### config.mk
export PLATFORM = sky130hd
export DESIGN_NAME = dice_roll_ctrl_flat
export DESIGN_NICKNAME = d
export VERILOG_FILES = /design/src/rtl/dice_roll_ctrl_if.sv /design/src/rtl/dice_roll_ctrl.sv /design/src/flat_wrapper.sv
export SDC_FILE = /design/constraint.sdc
export NUM_CORES = 1
export LEC_CHECK = 0
export ABC_CLOCK_PERIOD_IN_PS = 2700
export CAP_MARGIN = 15
export CORE_ASPECT_RATIO = 1.4
export CORE_MARGIN = 2
export CORE_UTILIZATION = 55
export CTS_CLUSTER_SIZE = 24
export DETAILED_ROUTE_END_ITERATION = 12
export PLACE_DENSITY = 0.78
export RECOVER_POWER = 100
export SLEW_MARGIN = 20
export SYNTH_ARGS = -nofsm -noshare
export SYNTH_HDL_FRONTEND = slang
export SYNTH_SLANG_ARGS = --single-unit
### constraint.sdc
create_clock -name clk -period 2.7 [get_ports clk]
set_input_delay 0.27 -clock clk [delete_from_list [all_inputs] [get_ports clk]]
set_output_delay 0.27 -clock clk [all_outputs]
set_load 0.005 [all_outputs]
### src/rtl/dice_roll_ctrl_if.sv
// Purpose: bundles the dice roll scheduler's request, dice and result signals.
// Latency: none, wires only.
// Backpressure: none. Requests are level inputs; the scheduler owns every output.
// Ports (master = scheduler side):
//   req[1:0]        in   per-player roll request level
//   dice_value[2:0] in   current face reported by the dice core
//   step            out  advance the dice core by one roll
//   grant[1:0]      out  one-hot owner of the dice
//   busy            out  a roll is in progress
//   result[2:0]     out  latched final face
//   result_player   out  owner of result
//   result_valid    out  result is meaningful
//   score0/score1   out  running totals, present only when DICE_CTRL_TALLY_EN is defined
interface dice_roll_ctrl_if;
  logic [1:0] req;
  logic [2:0] dice_value;
  logic       step;
  logic [1:0] grant;
  logic       busy;
  logic [2:0] result;
  logic       result_player;
  logic       result_valid;
`ifdef DICE_CTRL_TALLY_EN
  logic [7:0] score0;
  logic [7:0] score1;

  modport master (
    input  req, dice_value,
    output step, grant, busy, result, result_player, result_valid, score0, score1
  );
  modport slave (
    output req, dice_value,
    input  step, grant, busy, result, result_player, result_valid, score0, score1
  );
`else
  modport master (
    input  req, dice_value,
    output step, grant, busy, result, result_player, result_valid
  );
  modport slave (
    output req, dice_value,
    input  step, grant, busy, result, result_player, result_valid
  );
`endif
endinterface

### src/rtl/dice_roll_ctrl.sv
// Purpose: two-player roll scheduler; arbitrates requests round-robin and drives the
//          dice core through fast spin, decelerating spin and display hold.
// Latency: req rising edge -> grant/busy two cycles later when idle; busy lasts
//          FAST_CYCLES + 2^(SLOW_STEPS+1) - 2 + HOLD_CYCLES cycles.
// Backpressure: none; requests arriving while busy are remembered (one per player)
//          and served on the first idle cycle.
// Ports: clk (rising edge), rst (synchronous, active high), bus (dice_roll_ctrl_if.master).
// Optional feature: define DICE_CTRL_TALLY_EN to add saturating per-player score totals.
module dice_roll_ctrl #(
  parameter int FAST_CYCLES = 16,  // contiguous step pulses in the fast phase (>= 1)
  parameter int SLOW_STEPS  = 4,   // step pulses in the slow phase (1..6)
  parameter int HOLD_CYCLES = 8    // cycles in the display hold (>= 2)
) (
  input  logic             clk,
  input  logic             rst,
  dice_roll_ctrl_if.master bus
);

  typedef enum logic [1:0] {
    IDLE = 2'd0,
    FAST = 2'd1,
    SLOW = 2'd2,
    HOLD = 2'd3
  } state_t;

  // One shared down-counter serves all three phases, so size it for the largest span.
  localparam int SLOW_SPAN = 2 ** (SLOW_STEPS + 1);
  localparam int MAX_A     = (FAST_CYCLES > HOLD_CYCLES) ? FAST_CYCLES : HOLD_CYCLES;
  localparam int MAX_C     = (MAX_A > SLOW_SPAN) ? MAX_A : SLOW_SPAN;
  localparam int CNT_W     = $clog2(MAX_C + 1);
  localparam int IDX_W     = 3;

  localparam logic [CNT_W-1:0] FAST_LOAD = CNT_W'(FAST_CYCLES - 1);
  localparam logic [CNT_W-1:0] HOLD_LOAD = CNT_W'(HOLD_CYCLES - 1);
  localparam logic [IDX_W-1:0] LAST_IDX  = IDX_W'(SLOW_STEPS - 1);

  state_t           state, state_n;
  logic [CNT_W-1:0] cnt, cnt_n;
  logic [IDX_W-1:0] idx, idx_n;
  logic             step_q, step_n;
  logic [1:0]       grant_q, grant_n;
  logic             busy_q, busy_n;
  logic [2:0]       result_q, result_n;
  logic             rplayer_q, rplayer_n;
  logic             rvalid_q, rvalid_n;
  logic [1:0]       pend_q, pend_n, pend_clr, pend_set;
  logic [1:0]       req_d;
  logic             last_q, last_n;
  logic             pick;

`ifdef DICE_CTRL_TALLY_EN
  logic [7:0] score0_q, score0_n;
  logic [7:0] score1_q, score1_n;

  function automatic logic [7:0] sat_add(input logic [7:0] a, input logic [2:0] b);
    logic [8:0] s;
    s = {1'b0, a} + {6'b0, b};
    return s[8] ? 8'hFF : s[7:0];
  endfunction
`endif

  // Only rising edges of a request level register as a new request.
  assign pend_set = bus.req & ~req_d;

  always_ff @(posedge clk) begin
    if (rst) begin
      state     <= IDLE;
      cnt       <= '0;
      idx       <= '0;
      step_q    <= 1'b0;
      grant_q   <= 2'b00;
      busy_q    <= 1'b0;
      result_q  <= 3'd0;
      rplayer_q <= 1'b0;
      rvalid_q  <= 1'b0;
      pend_q    <= 2'b00;
      req_d     <= 2'b00;
      last_q    <= 1'b1;
`ifdef DICE_CTRL_TALLY_EN
      score0_q  <= 8'd0;
      score1_q  <= 8'd0;
`endif
    end else begin
      state     <= state_n;
      cnt       <= cnt_n;
      idx       <= idx_n;
      step_q    <= step_n;
      grant_q   <= grant_n;
      busy_q    <= busy_n;
      result_q  <= result_n;
      rplayer_q <= rplayer_n;
      rvalid_q  <= rvalid_n;
      pend_q    <= pend_n;
      req_d     <= bus.req;
      last_q    <= last_n;
`ifdef DICE_CTRL_TALLY_EN
      score0_q  <= score0_n;
      score1_q  <= score1_n;
`endif
    end
  end

  always_comb begin
    state_n   = state;
    cnt_n     = cnt;
    idx_n     = idx;
    step_n    = 1'b0;
    grant_n   = grant_q;
    busy_n    = busy_q;
    result_n  = result_q;
    rplayer_n = rplayer_q;
    rvalid_n  = rvalid_q;
    pend_clr  = 2'b00;
    last_n    = last_q;
    pick      = 1'b0;
`ifdef DICE_CTRL_TALLY_EN
    score0_n  = score0_q;
    score1_n  = score1_q;
`endif

    unique case (state)
      IDLE: begin
        if (pend_q != 2'b00) begin
          // Both waiting: serve whoever did not roll last. Otherwise the lone requester.
          pick      = (pend_q == 2'b11) ? ~last_q : pend_q[1];
          grant_n   = pick ? 2'b10 : 2'b01;
          pend_clr  = grant_n;
          last_n    = pick;
          busy_n    = 1'b1;
          rvalid_n  = 1'b0;
          // Step is registered, so raising it here makes the first FAST cycle a step.
          step_n    = 1'b1;
          cnt_n     = FAST_LOAD;
          state_n   = FAST;
        end
      end

      FAST: begin
        if (cnt == '0) begin
          // The last fast step is in this cycle; the first slow step is two cycles on,
          // so the interval counter starts at zero.
          cnt_n   = '0;
          idx_n   = '0;
          state_n = SLOW;
        end else begin
          cnt_n  = cnt - CNT_W'(1);
          step_n = 1'b1;
        end
      end

      SLOW: begin
        if (step_q) begin
          if (idx == LAST_IDX) begin
            cnt_n   = HOLD_LOAD;
            state_n = HOLD;
          end else begin
            // Next pulse fires 2^(idx+2) cycles after this one. One cycle is spent
            // counting to zero and one raising the registered step, hence the -2.
            idx_n = idx + IDX_W'(1);
            cnt_n = (CNT_W'(1) << (idx + IDX_W'(2))) - CNT_W'(2);
          end
        end else if (cnt == '0) begin
          step_n = 1'b1;
        end else begin
          cnt_n = cnt - CNT_W'(1);
        end
      end

      HOLD: begin
        // First hold cycle: the dice core has settled after the final step.
        if (cnt == HOLD_LOAD) begin
          result_n  = bus.dice_value;
          rplayer_n = grant_q[1];
          rvalid_n  = 1'b1;
`ifdef DICE_CTRL_TALLY_EN
          if (grant_q[1]) begin
            score1_n = sat_add(score1_q, bus.dice_value);
          end else begin
            score0_n = sat_add(score0_q, bus.dice_value);
          end
`endif
        end
        if (cnt == '0) begin
          grant_n = 2'b00;
          busy_n  = 1'b0;
          state_n = IDLE;
        end else begin
          cnt_n = cnt - CNT_W'(1);
        end
      end

      default: begin
        state_n = IDLE;
      end
    endcase

    // A fresh edge on the same cycle as the grant is kept, so it is not lost.
    pend_n = (pend_q & ~pend_clr) | pend_set;
  end

  assign bus.step          = step_q;
  assign bus.grant         = grant_q;
  assign bus.busy          = busy_q;
  assign bus.result        = result_q;
  assign bus.result_player = rplayer_q;
  assign bus.result_valid  = rvalid_q;
`ifdef DICE_CTRL_TALLY_EN
  assign bus.score0        = score0_q;
  assign bus.score1        = score1_q;
`endif

endmodule

### src/flat_wrapper.sv
// flat-port wrapper written by rule: the top's interface ports become plain ports
module dice_roll_ctrl_flat 
#(
  parameter int FAST_CYCLES = 16,                                                    
  parameter int SLOW_STEPS  = 4,                                          
  parameter int HOLD_CYCLES = 8                                        
)
  (clk, rst, bus_req, bus_dice_value, bus_step, bus_grant, bus_busy, bus_result, bus_result_player, bus_result_valid);
  dice_roll_ctrl_if bus_i ();
  input  logic clk;
  input  logic rst;
  input wire logic [$bits(bus_i.req)-1:0] bus_req;
  input wire logic [$bits(bus_i.dice_value)-1:0] bus_dice_value;
  output wire logic [$bits(bus_i.step)-1:0] bus_step;
  output wire logic [$bits(bus_i.grant)-1:0] bus_grant;
  output wire logic [$bits(bus_i.busy)-1:0] bus_busy;
  output wire logic [$bits(bus_i.result)-1:0] bus_result;
  output wire logic [$bits(bus_i.result_player)-1:0] bus_result_player;
  output wire logic [$bits(bus_i.result_valid)-1:0] bus_result_valid;
  assign bus_i.req = bus_req;
  assign bus_i.dice_value = bus_dice_value;
  assign bus_step = bus_i.step;
  assign bus_grant = bus_i.grant;
  assign bus_busy = bus_i.busy;
  assign bus_result = bus_i.result;
  assign bus_result_player = bus_i.result_player;
  assign bus_result_valid = bus_i.result_valid;
  dice_roll_ctrl #(.FAST_CYCLES(FAST_CYCLES), .SLOW_STEPS(SLOW_STEPS), .HOLD_CYCLES(HOLD_CYCLES)) u_core (.clk(clk), .rst(rst), .bus(bus_i));
endmodule
==> metrics.md <==
| Metric | Value |
|---|---|
| Die area | `3200 um2` |
| Worst R2R Path Depth | `9` |
| Final min period | `2.26 ns` |
| Core Util, Final | `65.6%` |
| # resized after CTS | `0` |
| Pin count of the biggest net entering global routing | `27` |
| Synth async-reset ratio | `0%` |
| Overall power | `1.53 mW` |
| Port Buf Inserts | `15` |
| CTS tree | `done` |
| Post-DP HPWL | `2640 um` |
| Placed cell areas | `1690 um2` |
| Synthesis-stage register bit count | `25` |
| Rel. slew slack | `37.5%` |
| Total vias in the final route | `1393` |
| Worst path max stage delay | `0.38 ns` |
| Post-CTS setup buffers | `0` |
| R2r setup slk | `0.44 ns` |
| Num CTS Buffers | `3` |
| Layout cells sized above 1 | `5.70%` |
| Die Width | `48.4 um` |
| Global-route wire length before repair | `6070 um` |
| Status | `finished, final reports clean` |
| H-tree levels | `1` |
| HP Start | `u_core.bus.grant[0]` |
| Clock edge transition at the registers on the reported setup and hold paths | `0.13 ns` |
| Overall die height | `66.1 um` |
| GRT Total Usage | `24.4%` |
| Max VDD drop | `568 uV` |
| Setup CP Type | `reg2reg` |
| Seq/Total Area, Yosys | `33.0%` |
| Post-Syn Instances | `179` |
| Count of cell types in the netlist | `46` |
| RSZ-0062 raised after global routing | `false` |
| Drt wl/cell | `15.0 um` |
| Drt drc | `0` |
| Antenna Nets Post-Route | `0` |
| Clk_skew | `0.00457 ns` |
| Top Ports | `16` |
| Slowest cell on the critical path | `dfxtp_1` |
| Area Overhead vs Synth | `13.1%` |
| Clock Latency Late Sink | `0.32 ns` |
| Crit path DAT | `2.48 ns` |
| Primary FF master, synth | `dfxtp_1` |
| Fin area | `1710 um2` |
| Max-slew violations | `0` |
| Most common cell after layout, fill and taps aside | `dfxtp_1` |
| Number of global-route vias before repair | `1358` |
| Mapped Area | `1520 um2` |
| Synth warn | `0` |
| Cell family with most CP delay | `compound AO/OA/AOI/OAI gates` |
| Routability Congestion | `0.858` |
| Req. time, crit path | `2.92 ns` |
| Worst Setup Start Kind | `flip-flop` |
| DRT Pass-1 Iters | `4` |
| Antenna violations before repair | `0` |
| Reg2reg start | `u_core.cnt[0]` |
| Worst min-delay path endpoint | `u_core.bus.grant[0]` |
| Post-synth EDFFs | `0` |
| Pwr per Cell Area | `893 nW/um2` |
| WL final | `3440 um` |
| CP Capture Type | `flip-flop` |
| Rows | `22` |
| MaxCap Viol Count | `0` |
| Clock root cell | `clkbuf_4` |
| CTS Hold Buffers Added | `0` |
| Final setup violation count | `0` |
| Final hold violations | `0` |
| Initial DRC count | `37` |
| Clock buffer depth | `2` |
| Starting Density | `57.9%` |
| N_diodes | `0` |
| Vias per inst | `6.08` |
| Synth Net Count | `200` |
| Tightest hold margin | `0.500 ns` |
| Worst Path Buf+Inv | `2` |
| Most frequent cells in the layout | `25 x dfxtp_1, 16 x a21oi_1, 14 x ha_1, 13 x nand2_1, 13 x inv_1` |
| Worst Tran Pin Value | `0.935 ns` |
| Total core area | `2620 um2` |
| Max Fclk | `0.442 GHz` |
| Nets | `215` |
| Critical path, cell by cell | `inv_1 > ha_1 > nor2b_1 > nand2_1 > ha_1 > inv_1 > o21ai_0 > a21o_1 > a221oi_1` |
| Hold Crit Class | `reg2reg` |
| Leakage Power | `0.698 nW` |
| Reg-to-Reg End | `u_core.cnt[0]` |
| Hold depth | `2` |
| Setup TNS | `0 ns` |
| Synth Area per Inst | `8.46 um2` |
| Final worst-path cycle share | `83.7%` |
| CTS Sinks | `25` |
| Total overflow reported by the global router | `0` |
| CP max FO | `5` |
[synthesized netlist by cell type (all sizes together) (5+ instances only)]
| cell | number | area (um2) |
|---|---|---|
| nor2 | 10 | 37.5 |
| clkbuf | 5 | 18.8 |
| nor3 | 5 | 41.3 |
| o21ai | 13 | 65.1 |
| a21oi | 16 | 80.1 |
| ha | 14 | 175 |
| nand2 | 13 | 48.8 |
| dfxtp | 25 | 500 |
| mux2i | 5 | 50.1 |
| nor2b | 7 | 43.8 |
| inv | 13 | 48.8 |
[layer usage]
metal / vias to the layer above / global-route usage [%] / wire length [um]
met3: 17 / 3.62 / 152
met2: 55 / 44.4 / 1830
met1: 647 / 26.3 / 1300
li1: 674 / - / -
met4: 0 / 16.1 / 159
met5: - / 0 / 0
[state kept, by name (all words and copies together) (netlist names)]
register / cells
u_core.req_d: 2
u_core.idx: 3
u_core.pend_q: 2
u_core.cnt: 6
u_core.state: 2
u_core.bus.busy: 1
u_core.bus.grant: 2
u_core.bus.result_valid: 1
u_core.bus.result: 3
u_core.bus.step: 1
u_core.bus.result_player: 1
u_core.last_q: 1
[power by group]
group          internal, mW  switching [mW]  leakage (nW)
registers             0.444          0.0878         0.205
logic                 0.339           0.493         0.476
clock network        0.0556           0.112        0.0177
[worst max path at each step]
| stage | depth (start not counted) | startpoint | end |
|---|---|---|---|
| finish | 9 | u_core.cnt[0] | u_core.cnt[0] |
| floorplan | 9 | u_core.cnt[0] | u_core.cnt[0] |
| global placement | 9 | u_core.cnt[0] | u_core.cnt[0] |
| detailed placement | 9 | u_core.cnt[0] | u_core.cnt[0] |
| global route | 9 | u_core.cnt[0] | u_core.cnt[0] |
| CTS | 9 | u_core.cnt[0] | u_core.cnt[0] |
[final cells by class]
| class | count | area, um2 |
|---|---|---|
| multi-input cells | 136 | 942 |
| well taps | 36 | 45.0 |
| clock buffers | 3 | 22.5 |
| clock inverters | 1 | 5.00 |
| repair buffers | 15 | 150 |
| flip-flops and latches | 25 | 500 |
| inverters | 13 | 48.8 |
| fillers | 231 | 901 |
[cells by family (layout without fill, tap and decap cells)]
family	count (synthesis)	after routing	share of synthesized area [%]
AO/OA/AOI/OAI	61	61	26.4
AND/OR/NAND/NOR	55	55	20.6
flip-flops	25	25	33.0
buffers and inverters	18	32	4.46
adder cells (fa/ha/maj)	14	14	11.6
multiplexers	5	5	3.30
XOR/XNOR	1	1	0.578
[per-stage QoR]
stage	worst slack, ns	cells
after global routing	0.294	229
after detailed placement	0.509	225
after CTS	0.461	229
after floorplan	0.901	179
after global placement	0.555	225
final	0.439	229
[worst min-delay path: stages, from the launching register on]
cell and delay (ns):
dfxtp_1 0.33, o21ai_0 0.07, a21oi_1 0.06
Note: power is estimated with default switching activity, not from simulation.
